### config.mk
export PLATFORM = sky130hd
export DESIGN_NAME = i2s_to_ad1868
export DESIGN_NICKNAME = d
export VERILOG_FILES = /design/src/rtl/ad1868_pkg.sv /design/src/rtl/i2s_slot_capture.sv /design/src/rtl/i2s_to_ad1868.sv
export SDC_FILE = /design/constraint.sdc
export NUM_CORES = 1
export LEC_CHECK = 0
export CAP_MARGIN = 20
export CORE_UTILIZATION = 35
export CTS_CLUSTER_DIAMETER = 60
export CTS_CLUSTER_SIZE = 30
export DETAILED_ROUTE_END_ITERATION = 8
export PLACE_DENSITY = 0.47
export SLEW_MARGIN = 10
export SYNTH_ARGS = -nofsm -noshare
export SYNTH_HDL_FRONTEND = slang
export SYNTH_SLANG_ARGS = --single-unit
### constraint.sdc
create_clock -name i_i2s_mclk -period 3.2 [get_ports i_i2s_mclk]
set_input_delay 0.48 -clock i_i2s_mclk [delete_from_list [all_inputs] [get_ports i_i2s_mclk]]
set_output_delay 0.48 -clock i_i2s_mclk [all_outputs]
set_load 0.05 [all_outputs]
### src/rtl/ad1868_pkg.sv
// Shared constants and TX state encoding for the I2S to AD1868 playback path.
package ad1868_pkg;
  localparam int DATA_W_DEF = 18;
  localparam int AD_DIV_DEF = 16;

  typedef enum logic [1:0] {
    ST_IDLE  = 2'd0,
    ST_SHIFT = 2'd1,
    ST_LATCH = 2'd2
  } tx_state_t;
endpackage

### src/rtl/i2s_slot_capture.sv
// I2S receive front end: synchronizers, bclk edge detect and slot capture into
// left/right hold registers, flagging each completed L/R pair.
module i2s_slot_capture import ad1868_pkg::*; #(
  parameter int DATA_W = DATA_W_DEF
) (
  input  logic              i_clk,
  input  logic              i_rst,
  input  logic              i_bclk,
  input  logic              i_lrck,
  input  logic              i_data,
  output logic [DATA_W-1:0] o_hold_l,
  output logic [DATA_W-1:0] o_hold_r,
  output logic              o_pair_ready
);
  localparam int CNT_W = $clog2(DATA_W + 1);

  logic [1:0]        r_bclk_sync, r_lrck_sync, r_data_sync;
  logic              r_bclk_prev, r_bclk_rise, r_lrck_d, r_data_d;
  logic              r_seen, r_slot_valid, r_have_l, r_lr_prev, r_pair_ready;
  logic [CNT_W-1:0]  r_cnt;
  logic [DATA_W-1:0] r_shift, r_hold_l, r_hold_r;
  logic [DATA_W-1:0] w_word;

  // Left-justify a slot shorter than DATA_W so missing LSBs read as zero.
  function automatic logic [DATA_W-1:0] pad_word(input logic [DATA_W-1:0] s,
                                                 input logic [CNT_W-1:0]  n);
    pad_word = s << (CNT_W'(DATA_W) - n);
  endfunction

  assign w_word = pad_word(r_shift, r_cnt);

  // Sync stage: lrck/data get one extra flop so they stay aligned with bclk_rise.
  always_ff @(posedge i_clk) begin
    if (i_rst) begin
      r_bclk_sync <= '0;
      r_lrck_sync <= '0;
      r_data_sync <= '0;
      r_bclk_prev <= 1'b0;
      r_bclk_rise <= 1'b0;
      r_lrck_d    <= 1'b0;
      r_data_d    <= 1'b0;
    end else begin
      r_bclk_sync <= {r_bclk_sync[0], i_bclk};
      r_lrck_sync <= {r_lrck_sync[0], i_lrck};
      r_data_sync <= {r_data_sync[0], i_data};
      r_bclk_prev <= r_bclk_sync[1];
      r_bclk_rise <= r_bclk_sync[1] & ~r_bclk_prev;
      r_lrck_d    <= r_lrck_sync[1];
      r_data_d    <= r_data_sync[1];
    end
  end

  // Slot stage: a pair is only announced when a left slot preceded the right one.
  always_ff @(posedge i_clk) begin
    if (i_rst) begin
      r_seen       <= 1'b0;
      r_slot_valid <= 1'b0;
      r_have_l     <= 1'b0;
      r_lr_prev    <= 1'b0;
      r_pair_ready <= 1'b0;
      r_cnt        <= '0;
      r_shift      <= '0;
      r_hold_l     <= '0;
      r_hold_r     <= '0;
    end else begin
      r_pair_ready <= 1'b0;
      if (r_bclk_rise) begin
        r_lr_prev <= r_lrck_d;
        r_seen    <= 1'b1;
        if (r_seen && (r_lrck_d != r_lr_prev)) begin
          if (r_slot_valid) begin
            if (!r_lr_prev) begin
              r_hold_l <= w_word;
              r_have_l <= 1'b1;
            end else begin
              r_hold_r     <= w_word;
              r_have_l     <= 1'b0;
              r_pair_ready <= r_have_l;
            end
          end
          r_slot_valid <= 1'b1;
          r_cnt        <= '0;
          r_shift      <= '0;
        end else if (r_cnt < CNT_W'(DATA_W)) begin
          r_shift <= {r_shift[DATA_W-2:0], r_data_d};
          r_cnt   <= r_cnt + 1'b1;
        end
      end
    end
  end

  assign o_hold_l     = r_hold_l;
  assign o_hold_r     = r_hold_r;
  assign o_pair_ready = r_pair_ready;
endmodule

### src/rtl/i2s_to_ad1868.sv
// I2S stereo input to AD1868 serial DAC output: pending pair buffer, bit-clock
// divider and shift/latch FSM, all in the mclk domain with registered outputs.
module i2s_to_ad1868 import ad1868_pkg::*; #(
  parameter int DATA_W = DATA_W_DEF,
  parameter int AD_DIV = AD_DIV_DEF
) (
  input  logic i_i2s_mclk,
  input  logic i_rst,
  input  logic i_i2s_bclk,
  input  logic i_i2s_lrck,
  input  logic i_i2s_data,
  output logic o_ad_clk,
  output logic o_ad_data_l,
  output logic o_ad_data_r,
  output logic o_ad_latch,
  output logic o_overrun
);
  localparam int HALF  = AD_DIV / 2;
  localparam int DIV_W = $clog2(AD_DIV + 1);
  localparam int BIT_W = $clog2(DATA_W);

  logic [DATA_W-1:0] w_hold_l, w_hold_r;
  logic              w_pair_ready, w_consume;
  logic [DATA_W-1:0] r_pend_l, r_pend_r, r_sh_l, r_sh_r;
  logic              r_pending, r_overrun;
  tx_state_t         r_state;
  logic [DIV_W-1:0]  r_div;
  logic [BIT_W-1:0]  r_bit;
  logic              r_ad_clk, r_data_l, r_data_r, r_latch;

  i2s_slot_capture #(.DATA_W(DATA_W)) u_cap (
    .i_clk       (i_i2s_mclk),
    .i_rst       (i_rst),
    .i_bclk      (i_i2s_bclk),
    .i_lrck      (i_i2s_lrck),
    .i_data      (i_i2s_data),
    .o_hold_l    (w_hold_l),
    .o_hold_r    (w_hold_r),
    .o_pair_ready(w_pair_ready)
  );

  assign w_consume = (r_state == ST_IDLE) && r_pending;

  // Pending stage: a pair arriving while IDLE consumes the old one is not an overrun.
  always_ff @(posedge i_i2s_mclk) begin
    if (i_rst) begin
      r_pend_l  <= '0;
      r_pend_r  <= '0;
      r_pending <= 1'b0;
      r_overrun <= 1'b0;
    end else begin
      r_overrun <= w_pair_ready && r_pending && !w_consume;
      if (w_pair_ready) begin
        r_pend_l  <= w_hold_l;
        r_pend_r  <= w_hold_r;
        r_pending <= 1'b1;
      end else if (w_consume) begin
        r_pending <= 1'b0;
      end
    end
  end

  // TX stage: data only moves on the edge that drops o_ad_clk.
  always_ff @(posedge i_i2s_mclk) begin
    if (i_rst) begin
      r_state  <= ST_IDLE;
      r_div    <= '0;
      r_bit    <= '0;
      r_sh_l   <= '0;
      r_sh_r   <= '0;
      r_ad_clk <= 1'b0;
      r_data_l <= 1'b0;
      r_data_r <= 1'b0;
      r_latch  <= 1'b1;
    end else begin
      case (r_state)
        ST_IDLE: begin
          r_ad_clk <= 1'b0;
          r_latch  <= 1'b1;
          if (r_pending) begin
            r_sh_l   <= {r_pend_l[DATA_W-2:0], 1'b0};
            r_sh_r   <= {r_pend_r[DATA_W-2:0], 1'b0};
            r_data_l <= r_pend_l[DATA_W-1];
            r_data_r <= r_pend_r[DATA_W-1];
            r_div    <= '0;
            r_bit    <= '0;
            r_state  <= ST_SHIFT;
          end
        end
        ST_SHIFT: begin
          if (r_div == DIV_W'(AD_DIV - 1)) begin
            r_div    <= '0;
            r_ad_clk <= 1'b0;
            if (r_bit == BIT_W'(DATA_W - 1)) begin
              r_state <= ST_LATCH;
            end else begin
              r_bit    <= r_bit + 1'b1;
              r_data_l <= r_sh_l[DATA_W-1];
              r_data_r <= r_sh_r[DATA_W-1];
              r_sh_l   <= {r_sh_l[DATA_W-2:0], 1'b0};
              r_sh_r   <= {r_sh_r[DATA_W-2:0], 1'b0};
            end
          end else begin
            r_div <= r_div + 1'b1;
            if (r_div == DIV_W'(HALF - 1)) r_ad_clk <= 1'b1;
          end
        end
        ST_LATCH: begin
          if (r_div == DIV_W'(AD_DIV)) begin
            r_latch <= 1'b1;
            r_div   <= '0;
            r_state <= ST_IDLE;
          end else begin
            r_latch <= 1'b0;
            r_div   <= r_div + 1'b1;
          end
        end
        default: r_state <= ST_IDLE;
      endcase
    end
  end

  assign o_ad_clk    = r_ad_clk;
  assign o_ad_data_l = r_data_l;
  assign o_ad_data_r = r_data_r;
  assign o_ad_latch  = r_latch;
  assign o_overrun   = r_overrun;
endmodule

==> results.cfg, run 1 <==
[run_status]
status = finished, final reports clean

[clock_network]
clockRootBuffer = clkbuf_16
post_cts_buffers = 0
hold_buffers = 0
numCtsBuffers = 17
clock_latency_ns = 0.42
cts_buffer_depth = 2
cts_tree = built
cts_max_level = 4
clkTransAtPathRegs_ns = 0.06
cts_sinks = 162
cts_resized = 0

[sta]
post-route-period-util_pct = 88.5
clock_skew_ns = 0.0104
hold_violations = 0
slew_headroom_pct = 40.1
timing.final.ws_setup_ns = 0.369
max_freq_ghz = 0.353
rsz0062_at_grt = no
worst_pin_slew_ns = 0.893
fin_setup_tns_ns = 0
slew_viol_final = 0
min_period_ns = 2.83
setup_violations = 0

[routing]
drt-pass1-iter-count = 5
wl_mm = 15.0
vias = 5088
remaining_drc_errors = 0
ant_nets = 0
routedWlPerCell_um = 15.1
viasPerCell = 5.10
drt_iter0_markers = 283

[placed_design]
dpl.hpwl_mm = 9.99
gp_congestion = 0.765
port_buffers = 9
preCtsSetupSlack_ns = 0.383

[global_routing]
grt_max_degree = 98
grt_antenna_before_repair = 0
grt_pass1_vias = 4950
grt_overflow = 0
grt_first_pass_wirelength_mm = 25.4
grt_use_total_pct = 15.8

[die]
rows = 51
dieArea_mm2 = 0.0207
core_mm2 = 0.0196
die_y_um = 144
io_pins = 10
initial_core_util_pct = 35.9
die_x_um = 144

[min_path]
hold_end = u_cap.r_bclk_rise$_SDFF_PP0_
hp-start = u_cap.r_bclk_prev$_SDFF_PP0_
min_path_cells = 1
hold_class = reg -> reg

[cells_and_area]
n_fill_cell = 1961
insertedDiodeCount = 0
multi_input_comb_area_mm2 = 0.00348
final_common_cell = dfxtp_1
ff_latch_area_mm2 = 0.00324
area_growth_pct = 13.3
drive_above_1_share_pct = 9.29
nets = 736
final_cell_mix = 161 x dfxtp_1, 123 x nor2_1, 92 x mux2i_1

[critical_path]
reg2regPathDepth = 7
crit_type = reg -> reg
arrival_ns = 3.13
rr_endpoint = u_cap.o_hold_r[17]$_SDFFE_PP0P_
critPathCaptureType = flop
critPathMaxFanout = 21
ff2ff_setup_slack_ns = 0.37
start_kind = flop
cp.required_ns = 3.50
reg2reg_from = u_cap.r_cnt[0]$_SDFFE_PP0P_

[synthesis]
synth_top_area_share_pct = 46.1
yosys_most_used_dff = dfxtp_1
ys_warn_count = 0
synth_mux_area_share_pct = 16.3
synthAdderAreaFrac_pct = 2.14
synth_simple_gate_area_share_pct = 15.0
netlist_top_cells_area = dfxtp_1 46%, mux2i_1 13%, nor2_1 6.6%
ys_types = 59
syn_area_per_cell_um2 = 9.56
synth_top_family_by_area = multiplexers
synth_edf_count = 0
synth_nets = 752
ys_seq_area_share_pct = 46.1
synth_xor_area_share_pct = 1.10
syn-cell-area_mm2 = 0.00703
ys_async_sr_fraction_pct = 0
synth_compound_area_share_pct = 14.7
syn_inst = 735
synth_seq_cells = 162
yosys.area.top_type = dfxtp_1

[power]
power.leakage_nw = 2.68
cellPowerDensity_mw_per_mm2 = 647
total_power_mw = 5.16
peakVddDrop_v = 0.000333

[flow_run]
cap_violations = 0
==> logic make-up after synthesis <==
group,count (synthesis)
DFF,162
adders and majority gates,12
xor gates and xnor gates,8
AOI/OAI and AO/OA,147
muxes,104
and+or+nand+nor,231
buffers and inverters,71
==> layer usage <==
metal	wire [um]	GRT usage, %	vias up
met3	429	3.83	20
met5	0	0	-
li1	-	-	2591
met4	272	5.66	0
met2	6570	23.9	74
met1	7750	21.8	2403
==> how the worst max path moves through the flow <==
stage / to / slack, ns / startpoint
3_5_place_dp: u_cap.o_hold_l[17]$_SDFFE_PP0P_ / 0.38 / u_cap.r_cnt[0]$_SDFFE_PP0P_
3_3_place_gp: u_cap.o_hold_l[9]$_SDFFE_PP0P_ / 0.45 / u_cap.r_cnt[0]$_SDFFE_PP0P_
6_report: u_cap.o_hold_r[17]$_SDFFE_PP0P_ / 0.37 / u_cap.r_cnt[0]$_SDFFE_PP0P_
5_1_grt: u_cap.o_hold_l[17]$_SDFFE_PP0P_ / 0.13 / u_cap.r_cnt[0]$_SDFFE_PP0P_
2_1_floorplan: u_cap.o_hold_l[10]$_SDFFE_PP0P_ / 0.64 / u_cap.r_cnt[0]$_SDFFE_PP0P_
4_1_cts: u_cap.o_hold_r[17]$_SDFFE_PP0P_ / 0.35 / u_cap.r_cnt[0]$_SDFFE_PP0P_
==> state kept, by name, summed over array words and instances, names as in the netlist, 2 cells and up <==
register and flops:
u_cap.o_hold_l 18, u_cap.r_shift 18, u_cap.r_data_sync 2, r_state 2
u_cap.r_bclk_sync 2, r_sh_r 17, r_sh_l 17, r_pend_l 18
r_div 5, u_cap.r_lrck_sync 2, r_bit 5, u_cap.o_hold_r 18
r_pend_r 18, u_cap.r_cnt 5
==> power breakdown <==
| group | total [mW] | switching (mW) | leakage, nW | internal, mW |
|---|---|---|---|---|
| clock network | 2.27 | 0.857 | 0.315 | 1.42 |
| registers | 2.24 | 0.0797 | 1.31 | 2.16 |
| logic | 0.642 | 0.395 | 1.06 | 0.247 |
==> critical path, stage by stage (launching register included) <==
cell and delay (ns):
dfxtp_1 0.34, clkinv_1 0.21, ha_1 0.92, mux2i_1 0.39
mux4_2 0.29, inv_1 0.04, a222oi_1 0.36, o21ai_0 0.14
==> area by class of cell <==
type,count,share of cell area (%)
Timing Repair Buffer,21,2.39
Clock buffer,18,5.51
Multi-Input combinational cell,502,43.7
Clock inverter,14,2.81
Tap cell,265,4.16
Inverter,15,0.707
Sequential cell,162,40.7
==> synth_stat cells, types with 4 or more instances <==
master	count
xnor2_1	5
o21ai_0	18
inv_1	14
nor2_1	124
a211oi_1	42
nand3_1	13
buf_2	12
or3_1	4
nand2_1	35
o21a_1	4
a21oi_1	24
mux2_2	4
a31oi_1	4
buf_4	4
clkbuf_1	32
a22o_1	8
dfxtp_1	162
ha_1	12
mux4_2	8
a22oi_1	22
nor2b_1	17
nor3b_1	4
buf_1	5
mux2i_1	92
nor3_1	12
==> through the flow <==
| step | utilization (%) | cell area (um^2) | instances | hold WS (ns) |
|---|---|---|---|---|
| after floorplan | - | 7030 | 735 | 0.367 |
| after global placement | 37.3 | 7300 | 965 | 0.373 |
| after detailed placement | 37.3 | 7300 | 965 | 0.373 |
| after CTS | 40.7 | 7970 | 997 | 0.383 |
| after global routing | 40.7 | 7970 | 997 | 0.398 |
| final | 40.7 | 7970 | 997 | 0.382 |
(Power assumes the default switching activity.)
==> run 2: changes to the inputs <==
--- a/config.mk
+++ b/config.mk
@@ -5,7 +5,6 @@
 export SDC_FILE = /design/constraint.sdc
 export NUM_CORES = 1
 export LEC_CHECK = 0
-export CAP_MARGIN = 20
 export CORE_UTILIZATION = 35
 export CTS_CLUSTER_DIAMETER = 60
 export CTS_CLUSTER_SIZE = 30
==> constraint.sdc (replaced) <==
create_clock -name i_i2s_mclk -period 2.7 [get_ports i_i2s_mclk]
set_input_delay 0.405 -clock i_i2s_mclk [delete_from_list [all_inputs] [get_ports i_i2s_mclk]]
set_output_delay 0.405 -clock i_i2s_mclk [all_outputs]
set_load 0.05 [all_outputs]
==> run 2 against run 1 <==
Effect of this change:
- largest cell class unchanged
- global-route usage is 0.54 points higher
- clock skew is 0.0022 ns higher
- sequential power is 19% higher
- register-to-register slack worse by 0.12 ns
- critical path depth stayed put
- clock power is 9.7% higher
- first-iteration DRC count is 2.8% lower
==> results.cfg, run 2 (synthesis gave the netlist of run 1 again) <==
[run_status]
status = finished, final reports clean

[routing]
viasPerCell = 5.12
drt-pass1-iter-count = 6
top_layer_used = met4
wl_met3_um = 311
wl_mm = 15.4
route.met2.wl_mm = 6.68
vias = 5141
routedWlPerCell_um = 15.3
drt-met1-wl_mm = 8.17
remaining_drc_errors = 0
drt_iter0_markers = 275
ant_nets = 0

[power]
total_power_mw = 5.97
power.leakage_nw = 2.69
cellPowerDensity_mw_per_mm2 = 747
peakVddDrop_v = 0.000440

[clock_network]
clock_latency_ns = 0.43
cts_tree = built
cts_resized = 1
numCtsBuffers = 17
cts_max_level = 4
clkTransAtPathRegs_ns = 0.07
cts_sinks = 162
post_cts_buffers = 0
hold_buffers = 0
cts_buffer_depth = 2
clockRootBuffer = clkbuf_16

[sta]
post-route-period-util_pct = 90.9
slew_viol_final = 0
hold_violations = 0
setup_violations = 0
worst_pin_slew_ns = 0.768
clock_skew_ns = 0.0125
slew_headroom_pct = 48.8
holdWs_ns = 0.362
fin_setup_tns_ns = 0
max_freq_ghz = 0.408
rsz0062_at_grt = no
min_period_ns = 2.45
timing.final.ws_setup_ns = 0.247

[die]
initial_core_util_pct = 35.9
die_y_um = 144
rows = 51
io_pins = 10
core_mm2 = 0.0196
dieArea_mm2 = 0.0207
die_x_um = 144

[global_routing]
grt_first_pass_wirelength_mm = 26.1
grt_pass1_vias = 4931
grt_antenna_before_repair = 0
grt_overflow = 0
grt_use_total_pct = 16.3
grt_max_degree = 115

[placed_design]
gp_congestion = 0.800
dpl.hpwl_mm = 10.2
dpl.cell_count = 972
port_buffers = 9
place_area_mm2 = 0.00737
preCtsSetupSlack_ns = 0.00499

[cells_and_area]
final_common_cell = dfxtp_1
drive_above_1_share_pct = 10.4
nets = 743
insertedDiodeCount = 0
fin_area_mm2 = 0.00799
area_growth_pct = 13.6
fin_util_pct = 40.8
final_cells = 1004
final_cell_mix = 161 x dfxtp_1, 123 x nor2_1, 92 x mux2i_1

[flow_run]
cap_violations = 0

[critical_path]
crit_type = reg -> reg
cp.required_ns = 2.99
arrival_ns = 2.74
start_kind = flop
critPathMaxFanout = 23
critPathCaptureType = flop

[min_path]
hold_class = in -> reg
[run 2: metal layers]
metal | track usage (%) | vias to the layer above
met5 | 0 | -
met4 | 5.26 | 0
met3 | 3.97 | 20
met2 | 24.2 | 50
met1 | 23.2 | 2476
li1 | - | 2595
[run 2: where the power goes]
part / total, mW / leakage, nW / switching (mW) / internal, mW
Combinational: 0.812 / 1.09 / 0.483 / 0.329
Clock: 2.49 / 0.289 / 1.03 / 1.47
Sequential: 2.66 / 1.31 / 0.0963 / 2.56
[run 2: worst paths after layout]
kind	depth (start not counted)	endpoint	slack (ns)	start
worst max-delay path	7	u_cap.o_hold_l[10]$_SDFFE_PP0P_	0.25	u_cap.r_cnt[0]$_SDFFE_PP0P_
worst min-delay path	2	r_pend_r[16]$_SDFFE_PP0P_	0.36	i_rst
worst max register to register	7	u_cap.o_hold_l[10]$_SDFFE_PP0P_	0.25	u_cap.r_cnt[0]$_SDFFE_PP0P_
worst min register to register	1	u_cap.r_bclk_rise$_SDFF_PP0_	0.39	u_cap.r_bclk_prev$_SDFF_PP0_
[run 2: worst max-delay path: stages, from the launching register on]
cell and delay (ns):
dfxtp_1 0.33, buf_4 0.33, ha_2 0.37, xor2_2 0.24, buf_4 0.24, mux2_2 0.39, a221oi_1 0.32, nor3_1 0.09
[run 2: cell type report]
cell class                 count  area [um^2]
inverter                      15         56.3
sequential                   162         3240
fill                        1941        11600
clock buffer                  18          429
tap                          265          332
timing repair buffer          28          255
multi-input combinational    502         3490
clock inverter                14          178
